**src/rtl/led_pwm_fader.sv**
```systemverilog
// RGB LED PWM fader: accepts a colour request and ramps each active-low
// channel toward full-on or full-off one LSB per FADE_DIV clocks, while a
// free-running counter turns the levels into a PWM drive.
module led_pwm_fader #(
    parameter int unsigned PWM_BITS = 8,
    parameter int unsigned FADE_DIV = 5500
) (
    input  logic       sys_clk,
    input  logic       sys_rst,
    input  logic [2:0] color_code,
    input  logic       color_valid,
    output logic       color_ready,
    output logic       fade_done,
    output logic [2:0] led
);

    // A divide-by-one still needs a 1-bit divider that simply stays at 0.
    localparam int unsigned DIV_W = (FADE_DIV > 1) ? $clog2(FADE_DIV) : 1;
    localparam logic [DIV_W-1:0]    DIV_LAST = DIV_W'(FADE_DIV - 1);
    localparam logic [PWM_BITS-1:0] MAX      = '1;

    typedef enum logic [0:0] {
        IDLE,
        FADING
    } state_t;

    state_t                   state, state_next;
    logic [2:0][PWM_BITS-1:0] level, target, new_target, stepped_level;
    logic [DIV_W-1:0]         divider;
    logic [PWM_BITS-1:0]      pwm_cnt;
    logic                     accept, step, targets_match, stepped_done;
    logic                     fade_done_next;

    assign color_ready = (state == IDLE);

    // Requested targets and the one-LSB-toward-target candidate levels.
    always_comb begin
        accept        = color_valid && (state == IDLE);
        step          = (state == FADING) && (divider == DIV_LAST);
        targets_match = 1'b1;
        stepped_done  = 1'b1;
        new_target    = '0;
        stepped_level = level;
        for (int unsigned i = 0; i < 3; i++) begin
            new_target[i] = color_code[i] ? '0 : MAX;
            if (level[i] < target[i])
                stepped_level[i] = level[i] + PWM_BITS'(1);
            else if (level[i] > target[i])
                stepped_level[i] = level[i] - PWM_BITS'(1);
            if (new_target[i] != level[i])
                targets_match = 1'b0;
            if (stepped_level[i] != target[i])
                stepped_done = 1'b0;
        end
    end

    // Next-state and fade_done decode.
    always_comb begin
        state_next     = state;
        fade_done_next = 1'b0;
        case (state)
            IDLE: begin
                if (accept) begin
                    if (targets_match)
                        fade_done_next = 1'b1;
                    else
                        state_next = FADING;
                end
            end
            FADING: begin
                if (step && stepped_done) begin
                    state_next     = IDLE;
                    fade_done_next = 1'b1;
                end
            end
            default: state_next = IDLE;
        endcase
    end

    // State register and registered completion pulse.
    always_ff @(posedge sys_clk) begin
        if (sys_rst) begin
            state     <= IDLE;
            fade_done <= 1'b0;
        end else begin
            state     <= state_next;
            fade_done <= fade_done_next;
        end
    end

    // Targets, fade divider and per-channel levels.
    always_ff @(posedge sys_clk) begin
        if (sys_rst) begin
            divider   <= '0;
            level[0]  <= MAX;
            level[1]  <= '0;
            level[2]  <= '0;
            target[0] <= MAX;
            target[1] <= '0;
            target[2] <= '0;
        end else if (accept) begin
            target  <= new_target;
            divider <= '0;
        end else if (state == FADING) begin
            divider <= step ? '0 : divider + DIV_W'(1);
            if (step)
                level <= stepped_level;
        end
    end

    // Free-running PWM counter and registered active-low LED drive.
    always_ff @(posedge sys_clk) begin
        if (sys_rst) begin
            pwm_cnt <= '0;
            led     <= 3'b110;
        end else begin
            pwm_cnt <= pwm_cnt + PWM_BITS'(1);
            for (int unsigned i = 0; i < 3; i++)
                led[i] <= !(pwm_cnt < level[i]);
        end
    end

endmodule

```
**config.mk**
```make
export PLATFORM = sky130hd
export DESIGN_NAME = led_pwm_fader
export DESIGN_NICKNAME = d
export VERILOG_FILES = /design/src/rtl/led_pwm_fader.sv
export SDC_FILE = /design/constraint.sdc
export NUM_CORES = 1
export LEC_CHECK = 0
export CORE_MARGIN = 4
export CORE_UTILIZATION = 60
export CTS_BUF_LIST = sky130_fd_sc_hd__clkbuf_16
export CTS_CLUSTER_DIAMETER = 30
export DETAILED_ROUTE_END_ITERATION = 7
export MAX_ROUTING_LAYER = met4
export PLACE_DENSITY_LB_ADDON = 0.2
export SETUP_SLACK_MARGIN = 0.15
export SKIP_LAST_GASP = 1
export SLEW_MARGIN = 30
export SYNTH_ARGS = -nofsm -noshare
export SYNTH_HDL_FRONTEND = slang
export SYNTH_SLANG_ARGS = --single-unit
```
**constraint.sdc**
```tcl
create_clock -name sys_clk -period 6.55 [get_ports sys_clk]
set_input_delay 1.31 -clock sys_clk [delete_from_list [all_inputs] [get_ports sys_clk]]
set_output_delay 1.31 -clock sys_clk [all_outputs]
set_load 0.03 [all_outputs]
```
==> metrics.md, run 1 <==
| Metric | Value |
|---|---|
| Inserted Diodes | 0 |
| Pwr dens | roughly 180 nW/um^2 |
| Fin crit share | a little over half |
| Met1 Wirelength | roughly 4400 um |
| IO Pins | 11 |
| CTS Sinks | 53 |
| Routed WL | 9850 um |
| GRT Util Overall | between 20% and 30% |
| Final setup fails | 0 |
| Fmax | 0.287 GHz |
| CP max stage delay | 510 ps |
| GRT overflow | 0 |
| Post_cts resized | 0 |
| CP Data Arrival Time | around 3700 ps |
| Seq pwr share | approximately 40% |
| Clk pwr share | 37.9% |
| CTS tree | yes |
| Slew Limit Fails | 0 |
| Post-Syn Nets | 585 |
| Rows | 30 |
| Layout Skew | 6.32 ps |
| Top post-synthesis cells by area | dfxtp_1 (25%), ha_1 (16%), xnor2_1 (6.7%) |
| VDD IR-drop max | around 0.12 mV |
| Reg2reg setup slack | approximately 3100 ps |
| Area growth syn-to-layout | 8.33% |
| TNS Setup | 0 ps |
| Cell Int Power | between 0.5 and 0.6 mW |
| Vias per inst | roughly 6.0 |
| Post-synth EDFFs | 0 |
| Seq/Total Area, Yosys | approximately a quarter |
| RSZ-0062 raised after global routing | no |
| Syn Std Cell Area | roughly 4200 sq um |
| NumNets Final | 589 |
| Smallest setup slack after layout | a little over 3000 ps |
| Top cell type's share of synthesized area | between 20% and 30% |
| Most frequent cell after synthesis | nor2_1 |
| Critical path fanouts, max | 12 |
| WS Path Type | flop to flop |
| Die area | roughly 8400 sq um |
| Global-route wire length before repair | between 15000 and 20000 um |
| FFs w/ async S/R, synth | 0% |
| Pre-CTS setup slack | about 3100 ps |
| Maxcap violations | 0 |
| Antenna violations before repair | 0 |
| Root Buffer Master | clkbuf_16 |
| Clock slew at reported path FFs | around 80 ps |
| List of most frequent post-synthesis cells | nor2_1 (61), dfxtp_1 (53), ha_1 (53), nand2_1 (38), xnor2_1 (32) |
| Vias | between 3k and 4k |
| Total CTS buffers | 5 |
| Req. time, crit path | between 6000 and 7000 ps |
| Worst-Skew Late Latency | 300 ps |
| Yosys top cell by area | dfxtp_1 |
| Detail Route Antenna Nets | 0 |
| Initial DRC count | 316 |
| Critical-path cell list | inv_1, ha_1, a211oi_1, nor2_1, nor2_1, and2_1, mux2i_1, xnor2_1, nand4_1, or4_1, a221o_1, a21oi_2 |
| Bufs on Longest Clock Path | 2 |
| Synth Area per Inst | about 8.0 sq um |
| NetSw | approximately 0.25 mW |
| Post-CTS Hold Buffers | 0 |
| Initial Util | 61.7% |
| Combinational fraction of design power | a little over a fifth |
| CP startpoint kind | flop |
| Post-layout min period | 3490 ps |
| # DRC | 0 |
| Detailed Place HPWL | about 7400 um |
| Cell mode on critical path | nor2_1 |
| Postcts setup bufs | 0 |
| Slowest CP cell | or4_1 |
| Vias in the first global route | between 3k and 4k |
| Hold Violations, Final | 0 |
| Lkg Pwr | 1.84 nW |
| GPL Wtd Cong | between 0.9 and 1 |
| H-tree depth | 2 |
| Sw Ratio | 29.5% |
| Transition time of the tightest slew-check pin | roughly 860 ps |
| WL met3 | between 400 and 500 um |
| Worst min path class | flop to flop |
| Netlist cell types | 58 |
| CP Capture Type | flop |
| # port buffers | 10 |
| Routed len/inst | about 16 um |
| Met2 wire length | around 4900 um |
| Highest Signal Layer | met4 |
| Core Area | just under 7000 sq um |
| Synth Register Bits | 53 |
| First-pass DRT Iterations | 5 |
| Synth Warn # | 0 |
| Share of layout cells above drive strength 1 | 5.65% |
| Cells after Synth | around 530 |
| Dominant synthesized flop cell | dfxtp_1 |
| Die width | about 92 um |
| Largest net degree at the start of global routing | 44 |
| Die Span Y | roughly 92 um |
| Outcome | complete, no violations |
| Rel. slew slack | between 40% and 50% |
| Layout fillers | 594 |
[cell usage in the layout (no fill, tap or decap), drive strengths merged, types with 2 or more instances in the layout]
cell / instances
a211o: 3
a211oi: 3
a21o: 7
a21oi: 31
a22oi: 4
a31oi: 7
and2: 3
and3: 8
and4: 2
buf: 3
clkbuf: 5
clkdlybuf4s50: 10
dfxtp: 53
ha: 53
inv: 30
mux2: 3
mux2i: 11
nand2: 38
nand2b: 7
nand3: 17
nand3b: 2
nand4: 19
nor2: 61
nor2b: 10
nor3: 16
nor3b: 4
nor4: 9
nor4bb: 2
o211ai: 3
o21ai: 22
o21bai: 2
o2bb2ai: 2
o32ai: 3
or2: 6
or3: 13
or4: 2
xnor2: 33
xor2: 12
[worst paths after layout]
kind	endpoint	from	cells past startpoint
setup / recovery	fade_done	target[22]	12
hold reg to reg	pwm_cnt[0]	pwm_cnt[0]	1
hold / removal	pwm_cnt[0]	pwm_cnt[0]	1
setup reg to reg	fade_done	target[22]	12
[power by group through the flow]
stage | registers (mW) | logic [mW] | clock network (mW)
floorplan | 0.342 | 0.146 | 0
global placement | 0.341 | 0.173 | 0
detailed placement | 0.342 | 0.180 | 0
CTS | 0.334 | 0.181 | 0.323
global route | 0.335 | 0.204 | 0.334
finish | 0.334 | 0.183 | 0.315
[cell families (layout without fill, tap and decap cells)]
family,after synthesis,in the layout,synth area share [%]
simple gates,222,222,27.4
compound gates,94,94,14.1
fa+ha+maj,53,53,15.8
flops,53,53,25.3
xor+xnor,45,45,9.59
buf+inv,45,50,4.24
mux,14,14,3.43
[flip-flops by register name, summed over array words and instances (netlist names)]
| register | count |
|---|---|
| divider | 13 |
| state | 1 |
| led | 3 |
| target | 3 |
| pwm_cnt | 8 |
| fade_done | 1 |
| level | 24 |
[metal layers]
metal / up-vias / global-route usage [%]
li1: 1890 / -
met1: 1778 / 29.4
met2: 94 / 42.4
met3: 13 / 3.81
met4: 0 / 7.04
met5: - / -
[critical path, delay by kind of cell, from the launching register on]
family,cells,cell delay [ps]
fa+ha+maj,1,330
compound gates,3,740
simple gates,5,1270
buf+inv,1,170
mux,1,330
flops,1,410
xor+xnor,1,170
[cell type report]
type | count | area, sq um | area share, %
multi-input cells | 428 | 2950 | 65.0
flip-flops and latches | 53 | 1060 | 23.4
clock buffers | 5 | 125 | 2.76
repair buffers | 13 | 123 | 2.70
well taps | 96 | 120 | 2.65
inverters | 29 | 109 | 2.40
clock inverters | 3 | 50.0 | 1.10
[through the flow]
| stage | cells | util, % | hold WS, ps | total power, mW | cell area, sq um |
|---|---|---|---|---|---|
| after floorplan | 526 | - | 435 | 0.488 | 4190 |
| after global placement | 619 | 64.2 | 470 | 0.515 | 4360 |
| after detailed placement | 619 | 64.2 | 472 | 0.521 | 4360 |
| after CTS | 627 | 66.8 | 492 | 0.838 | 4540 |
| after global routing | 627 | 66.8 | 525 | 0.873 | 4540 |
| final | 627 | 66.8 | 492 | 0.832 | 4540 |
Note: power is estimated with default switching activity, not from simulation.
==> run 2: changes to the inputs <==
- CORE_UTILIZATION: 60 -> 57
- clock period: 6.55 -> 3.05 ns (I/O delays scaled with it)
==> metrics.md, run 2 (synthesized netlist as in run 1, its figures left out) <==
| Metric | Value |
|---|---|
| Top delay family on crit path | simple AND/OR/NAND/NOR gates |
| Critical path fanouts, max | 8 |
| Worst min path class | flop to flop |
| Routed len/inst | 16.4 um |
| Layout Skew | 3.74 ps |
| Smallest setup slack after layout | roughly 99 ps |
| Initial DRC count | 259 |
| Cell Int Power | between 1 and 1.5 mW |
| Post-DP Area | 4530 sq um |
| Total CTS buffers | 5 |
| NetSw | around 0.6 mW |
| Layout fillers | 543 |
| Final Total Pwr | between 1.5 and 2 mW |
| Worst Path Buf+Inv | 1 |
| Lkg Pwr | around 2.0 nW |
| Rows | 30 |
| Root Buffer Master | clkbuf_16 |
| Slowest CP cell | or4_4 |
| Area of the multi-input gates | 3230 sq um |
| Die area | ~8800 sq um |
| Clock slew at reported path FFs | about 80 ps |
| RSZ-0062 raised after global routing | yes |
| Share of layout cells above drive strength 1 | slightly below 20% |
| Commonest non-fill, non-tap cell in the layout | nor2_1 |
| VDD IR-drop max | 0.347 mV |
| Seq pwr share | 38.2% |
| CP Data Arrival Time | around 3200 ps |
| Vias in the first global route | approximately 3.9k |
| Largest net degree at the start of global routing | 28 |
| Rel. slew slack | about two fifths |
| Sequential Area | 1070 sq um |
| WS Path Type | flop to flop |
| Routed WL | between 10000 and 15000 um |
| Global-route wire length before repair | about 18000 um |
| Combinational fraction of design power | between 30% and 40% |
| Worst-Skew Late Latency | around 300 ps |
| Bufs on Longest Clock Path | 2 |
| Largest Register | level |
| NumNets Final | between 600 and 700 |
| TNS Setup | 0 ps |
| Inst Count DP | 640 |
| Detailed Place HPWL | about 7500 um |
| Die Span Y | 93.7 um |
| Fin crit share | between 90 and 100% |
| Vias per inst | 6.09 |
| Final core utilization | between 70 and 80% |
| IO Pins | 11 |
| # DRC | 0 |
| CP startpoint kind | flop |
| Pwr dens | 371 nW/um^2 |
| Core Area | about 7000 sq um |
| Top Registers | level x24, divider x13, pwm_cnt x8 |
| Fmax | between 0.3 and 0.4 GHz |
| Detail Route Antenna Nets | 0 |
| Non-filler instance count after layout | approximately 660 |
| Design Area, Final | 5070 sq um |
| Slew Limit Fails | 0 |
| Maxcap violations | 0 |
| First-pass DRT Iterations | 5 |
| CP max stage delay | about 460 ps |
| H-tree depth | 2 |
| Area growth syn-to-layout | 21.0% |
| Antenna violations before repair | 0 |
| CTS tree | yes |
| Sw Ratio | between 30% and 40% |
| Initial Util | roughly three fifths |
| Post-layout min period | a little under 3000 ps |
| Critical-path cell list | inv_4, ha_1, o21ai_0, nor2_1, nor2_2, and2_4, mux2i_4, xnor2_1, nand4_1, or4_4, a221o_1, a21oi_2 |
| Hold Violations, Final | 0 |
| Die width | ~94 um |
| CTS Sinks | 53 |
| Outcome | complete, no violations |
| Final setup fails | 0 |
| Vias | slightly above 4k |
| Max FFs per register | 24 |
| CP Capture Type | flop |
| Post-CTS Hold Buffers | 0 |
| Hold slack final | roughly 510 ps |
| Commonest non-fill, non-tap cells in the layout | nor2_1 (59), ha_1 (50), dfxtp_1 (48) |
| GRT Util Overall | ~25% |
| Pre-CTS setup slack | -3.02 ps |
| Inserted Diodes | 0 |
| GRT overflow | 0 |
| # port buffers | 10 |
| Req. time, crit path | between 3000 and 4000 ps |
| GPL Wtd Cong | between 0.9 and 1 |
| Clk pwr share | between 30% and 40% |
| Transition time of the tightest slew-check pin | between 800 and 900 ps |
-- run 2: path summary, 6_finish.rpt --
| check | from | endpoint | slack (ps) | cells past startpoint |
|---|---|---|---|---|
| max | target[22] | fade_done | 100 | 12 |
| min | target[6] | target[6] | 510 | 1 |
| max reg2reg | target[22] | fade_done | 100 | 12 |
| min reg2reg | target[6] | target[6] | 510 | 1 |
-- run 2: layout make-up --
cell class | instances | area share, %
multi-input combinational | 428 | 63.8
sequential | 53 | 21.1
timing repair buffer | 47 | 7.53
clock buffer | 5 | 2.47
tap | 96 | 2.37
inverter | 29 | 2.25
clock inverter | 3 | 0.518
-- run 2: power by group through the flow --
stage | logic (mW) | clock network, mW | registers [mW]
after global placement | 0.414 | 0 | 0.731
final | 0.565 | 0.597 | 0.717
after CTS | 0.474 | 0.608 | 0.717
after global routing | 0.613 | 0.633 | 0.719
after floorplan | 0.319 | 0 | 0.734
after detailed placement | 0.424 | 0 | 0.732
-- run 2: routing by layer --
metal / wire (um) / vias to the layer above / global-route usage (%) / share of wire [%]
met5: 0 / - / - / 0
met2: 5140 / 143 / 39.8 / 48
met4: 249 / 0 / 7.94 / 2.3
met3: 529 / 28 / 3.37 / 4.9
li1: - / 1961 / - / -
met1: 4900 / 1892 / 32.9 / 45
-- run 2: worst register-to-register path, cell delays in order, from the launching register on --
cell and delay [ps]:
dfxtp_2 360, inv_4 60, ha_1 280, o21ai_0 180, nor2_1 70, nor2_2 160
and2_4 270, mux2i_4 280, xnor2_1 170, nand4_1 150, or4_4 460, a221o_1 340
a21oi_2 110
-- run 2: timing repair --
item,in CTS,in global routing
pin swaps,12,16
gates cloned,0,0
setup endpoints to repair,2,2
gates resized for setup,22,33
buffers inserted,6,7
==> run 3: changes to the inputs <==
- CAP_MARGIN: default -> 0
==> results of run 3 <==
Same layout as run 2: the final DEF is identical, and so are final timing and power.
